[config.mk]
export PLATFORM = sky130hd
export DESIGN_NAME = mem_arbiter
export DESIGN_NICKNAME = d
export VERILOG_FILES = /design/src/rtl/mem_arbiter.sv
export SDC_FILE = /design/constraint.sdc
export NUM_CORES = 1
export LEC_CHECK = 0
export ABC_CLOCK_PERIOD_IN_PS = 1400
export CAP_MARGIN = 20
export CORE_AREA = 2 2 269 271
export CTS_CLUSTER_SIZE = 30
export DETAILED_ROUTE_END_ITERATION = 6
export DIE_AREA = 0 0 271 273
export GPL_ROUTABILITY_DRIVEN = 0
export PLACE_DENSITY = 0.35
export RECOVER_POWER = 100
export SYNTH_ARGS = -nofsm -noshare
export SYNTH_HDL_FRONTEND = slang
export SYNTH_SLANG_ARGS = --single-unit
[constraint.sdc]
create_clock -name clk -period 1.4 [get_ports clk]
set_input_delay 0.14 -clock clk [delete_from_list [all_inputs] [get_ports clk]]
set_output_delay 0.14 -clock clk [all_outputs]
set_load 0.01 [all_outputs]
[src/rtl/mem_arbiter.sv]
// Arbitrates the single physical memory port between the I-side and D-side caches.
// Default: D-side priority with an I-side starvation guard; MEM_ARB_RR_EN selects round-robin.
module mem_arbiter #(
  parameter int unsigned ADDR_W     = 16,
  parameter int unsigned LINE_W     = 128,
  parameter int unsigned STARVE_MAX = 4
) (
  input  logic              clk,
  input  logic              rst_n,
  input  logic              i_read,
  input  logic [ADDR_W-1:0] i_address,
  output logic [LINE_W-1:0] i_rdata,
  output logic              i_resp,
  input  logic              d_read,
  input  logic              d_write,
  input  logic [ADDR_W-1:0] d_address,
  input  logic [LINE_W-1:0] d_wdata,
  output logic [LINE_W-1:0] d_rdata,
  output logic              d_resp,
  output logic              pmem_read,
  output logic              pmem_write,
  output logic [ADDR_W-1:0] pmem_address,
  output logic [LINE_W-1:0] pmem_wdata,
  input  logic [LINE_W-1:0] pmem_rdata,
  input  logic              pmem_resp
);

  typedef enum logic [1:0] {StIdle, StServeI, StServeD} state_e;

  state_e state_q, state_d;
  logic   d_req;

  assign d_req = d_read | d_write;

`ifdef MEM_ARB_RR_EN
  // 1 means the D-side held the most recent completed grant.
  logic last_grant_q, last_grant_d;
`else
  localparam int unsigned CntW = $clog2(STARVE_MAX + 1);
  localparam logic [CntW-1:0] StarveMax = CntW'(STARVE_MAX);
  logic [CntW-1:0] starve_cnt_q, starve_cnt_d;
`endif

  always_comb begin
    state_d      = state_q;
    pmem_read    = 1'b0;
    pmem_write   = 1'b0;
    pmem_address = '0;
    pmem_wdata   = '0;
    i_resp       = 1'b0;
    i_rdata      = '0;
    d_resp       = 1'b0;
    d_rdata      = '0;
`ifdef MEM_ARB_RR_EN
    last_grant_d = last_grant_q;
`else
    starve_cnt_d = starve_cnt_q;
`endif
    unique case (state_q)
      StIdle: begin
`ifdef MEM_ARB_RR_EN
        if (d_req && i_read) begin
          state_d = last_grant_q ? StServeI : StServeD;
        end else if (d_req) begin
          state_d = StServeD;
        end else if (i_read) begin
          state_d = StServeI;
        end
`else
        if (d_req && !(i_read && (starve_cnt_q == StarveMax))) begin
          state_d = StServeD;
        end else if (i_read) begin
          state_d = StServeI;
        end
`endif
      end
      StServeI: begin
        pmem_read    = 1'b1;
        pmem_address = i_address;
        if (pmem_resp) begin
          i_resp  = 1'b1;
          i_rdata = pmem_rdata;
          state_d = StIdle;
`ifdef MEM_ARB_RR_EN
          last_grant_d = 1'b0;
`else
          starve_cnt_d = '0;
`endif
        end
      end
      StServeD: begin
        pmem_address = d_address;
        // A simultaneous read and write is illegal; the write takes the port.
        if (d_write) begin
          pmem_write = 1'b1;
          pmem_wdata = d_wdata;
        end else begin
          pmem_read = 1'b1;
        end
        if (pmem_resp) begin
          d_resp  = 1'b1;
          d_rdata = pmem_rdata;
          state_d = StIdle;
`ifdef MEM_ARB_RR_EN
          last_grant_d = 1'b1;
`else
          if (!i_read) begin
            starve_cnt_d = '0;
          end else if (starve_cnt_q != StarveMax) begin
            starve_cnt_d = starve_cnt_q + 1'b1;
          end
`endif
        end
      end
      default: state_d = StIdle;
    endcase
  end

  always_ff @(posedge clk or negedge rst_n) begin
    if (!rst_n) begin
      state_q <= StIdle;
`ifdef MEM_ARB_RR_EN
      last_grant_q <= 1'b0;
`else
      starve_cnt_q <= '0;
`endif
    end else begin
      state_q <= state_d;
`ifdef MEM_ARB_RR_EN
      last_grant_q <= last_grant_d;
`else
      starve_cnt_q <= starve_cnt_d;
`endif
    end
  end

endmodule

==> flow_summary_export.csv <==
group,metric,value,unit
outcome,status,"finished with violations",
outcome,violations,"setup timing",
setup_path,critPathTopFamily,"buffers and inverters",
layout,synthToLayoutAreaGrowth,366,%
setup_path,cp_data_arrival_time,1.90,ns
timing,rsz0062_at_grt,"yes",
drt,drtPass1Iterations,4,
drt,drt.antenna.violating_nets,0,
floorplan,die_width,271,µm
timing,min_period,2.04,ns
setup_path,crit_path_frequent_cell,"buf_12",
setup_path,rr_startpoint,"state_q[0]",
setup_path,rrSetupSlack,-0.41,ns
floorplan,die_area,74000,µm²
synth,seq_area_frac_synth,3.63,%
drt,wl,42400,µm
drt,via_count,7865,
setup_path,crit_chain,"inv_2, ha_4, buf_12, buf_16, buf_12, buf_12, buf_16, buf_12, and3_4, buf_6",
drt,viasPerCell,3.38,
clock_tree,cts.sinks,5,
power_and_ir_drop,p_per_area,1300,nW/µm²
clock_tree,cts_hold_buf,0,
timing,fin_crit_sh,145,%
clock_tree,clkSlewWorstSetupHoldPaths,0.03,ns
synth,synthArstFlopShare,100,%
timing,tightest_slew,0.295,ns
worst_hold_path,hp-class,"in -> async",
setup_path,start_kind,"flop",
placement,placedCellCount,2158,
placement,post-dp-hpwl,27100,µm
timing,skew,0.00300,ns
synth,syn_inst,549,
clock_tree,cts_tree,"built",
job,cap_violations,0,
synth,synth_cell_types,25,
floorplan,die_h,273,µm
timing,hold_ws,0.220,ns
synth,yosysTopAreaCell,"and3_1",
synth,synthTopCellsByArea,"and3_1 (70%), buf_2 (5.7%), dfrtp_1 (3.6%)",
floorplan,core_area,71000,µm²
setup_path,criticalPathCategory,"reg -> out",
drt,first_iter_violations,133,
global_routing,antenna_found_initial,3,
timing,slew_headroom,80.3,%
floorplan,row_count,98,
setup_path,crit_path_start,"state_q[0]",
clock_tree,clock_path_buffers,2,
setup_path,cp_num_buf_inv,8,
timing,layout_setup_ws,-0.636,ns
layout,drive_gt1_share,69.8,%
floorplan,io_pins,698,
synth,yosysMostFrequentCell,"and3_1",
power_and_ir_drop,leakagePower,0.00717,µW
timing,finalHoldViolations,0,
drt,post-route-drc-count,0,
floorplan,start_util,4.86,%
synth,syn-num-nets,848,
setup_path,slowest_stage,"dfrtp_1",
synth,synth_edf_count,0,
global_routing,grt_pass1_vias,8070,
power_and_ir_drop,ir_drop,0.000653,V
timing,max_freq,491,MHz
timing,setup_tns,-176.95,ns
synth,synth_flop_cell,"dfrtp_1",
clock_tree,cts_buffers,3,
synth,syn_avg_cell_area,6.28,µm²
synth,yosys-top-cells-count,"and3_1 (384), buf_2 (39), clkbuf_1 (28), nor2b_1 (19), clkbuf_2 (18)",
setup_path,end_kind,"output port",
synth,synth_top_area_share,69.7,%
setup_path,path_max_fanout,5,
synth,synth.ff_latch_count,5,
clock_tree,h-tree-depth,1,
setup_path,critPathRequiredTime,1.26,ns
global_routing,grt_max_degree,69,
layout,fin_nets,1677,
clock_tree,clk_latency,0.23,ns
setup_path,r2r_cells,9,
global_routing,grt_use_total,10.3,%
synth,synth_warnings,0,
timing,finalSetupViolCount,409,
drt,wl_per_cell,18.2,µm
global_routing,grt_pass1_wl,56500,µm
global_routing,overflow,0,
timing,slew_viol_final,0,
setup_path,slowest_delay,0.37,ns
placement,port_buffers,697,
layout,stdcell_count,2329,
layout,nFillCells,7717,
clock_tree,cts_root_buf,"clkbuf_16",
setup_path,rr_endpoint,"starve_cnt_q[0]",
placement,dp_slack,-0.691,ns
synth,syn_area,3450,µm²
[layout by cell type (no fill, tap or decap), types with 3 or more instances in the layout]
cell / n
clkdlybuf4s50_1: 290
nand3_1: 4
and3_4: 305
buf_12: 47
clkbuf_16: 8
buf_8: 33
dfrtp_1: 5
ha_4: 3
clkbuf_2: 13
a22oi_2: 16
inv_1: 3
and3_1: 79
buf_2: 76
nor2b_2: 4
buf_4: 49
buf_6: 378
nor2b_1: 14
buf_16: 20
[area by class of cell]
class / count / area, µm² / area share [%]
flip-flops and latches: 5 / 125 / 0.778
multi-input cells: 448 / 4530 / 28.2
repair buffers: 915 / 10100 / 63.0
clock buffers: 4 / 78.8 / 0.490
well taps: 950 / 1190 / 7.39
diodes: 2 / 5.00 / 0.0311
inverters: 5 / 18.8 / 0.117
[stage by stage]
stage | total power [µW] | utilization, % | cell area [µm²]
floorplan | 4220 | - | 3460
global placement | 10400 | 16.6 | 11800
detailed placement | 10300 | 16.6 | 11800
CTS | 19000 | 20.1 | 14300
global route | 22100 | 22.6 | 16100
finish | 20900 | 22.6 | 16100
[flip-flops by register name, summed over array words and instances (netlist names)]
signal        cells
starve_cnt_q      3
state_q           2
[per-layer routing]
metal	track usage, %	wire length, µm	share of wire [%]
met1	11.7	16400	39
met2	19.2	22400	53
met3	2.04	2640	6.2
met4	2.79	1020	2.4
met5	0	0	0
[power by group]
| part | total, µW | internal [µW] | switching, µW |
|---|---|---|---|
| logic | 20200 | 12600 | 7570 |
| clock network | 471 | 377 | 93.4 |
| registers | 268 | 204 | 64.8 |
[logic make-up after synthesis]
logic type	after synthesis	synth area share (%)
simple gates	415	75.0
buf+inv	96	13.4
compound gates	26	5.59
fa+ha+maj	5	1.81
flops	5	3.63
mux	2	0.617
[worst max path at each step]
| stage | slack [ns] | cells past startpoint | to |
|---|---|---|---|
| after floorplan | -0.003 | 4 | pmem_address[11] |
| after global placement | -0.69 | 5 | pmem_address[2] |
| after detailed placement | -0.69 | 5 | pmem_address[2] |
| after CTS | -0.72 | 6 | i_rdata[51] |
| after global routing | -0.69 | 10 | d_rdata[18] |
| final | -0.64 | 10 | d_rdata[96] |
[timing repair]
item                                    4_1_cts  5_1_grt
endpoints found under the setup margin      409      409
gates cloned                                 28        7
setup buffers                               105       44
gates resized for setup                    1831      659
pin swaps                                     6       11
Power figures use the tool's default switching activity.
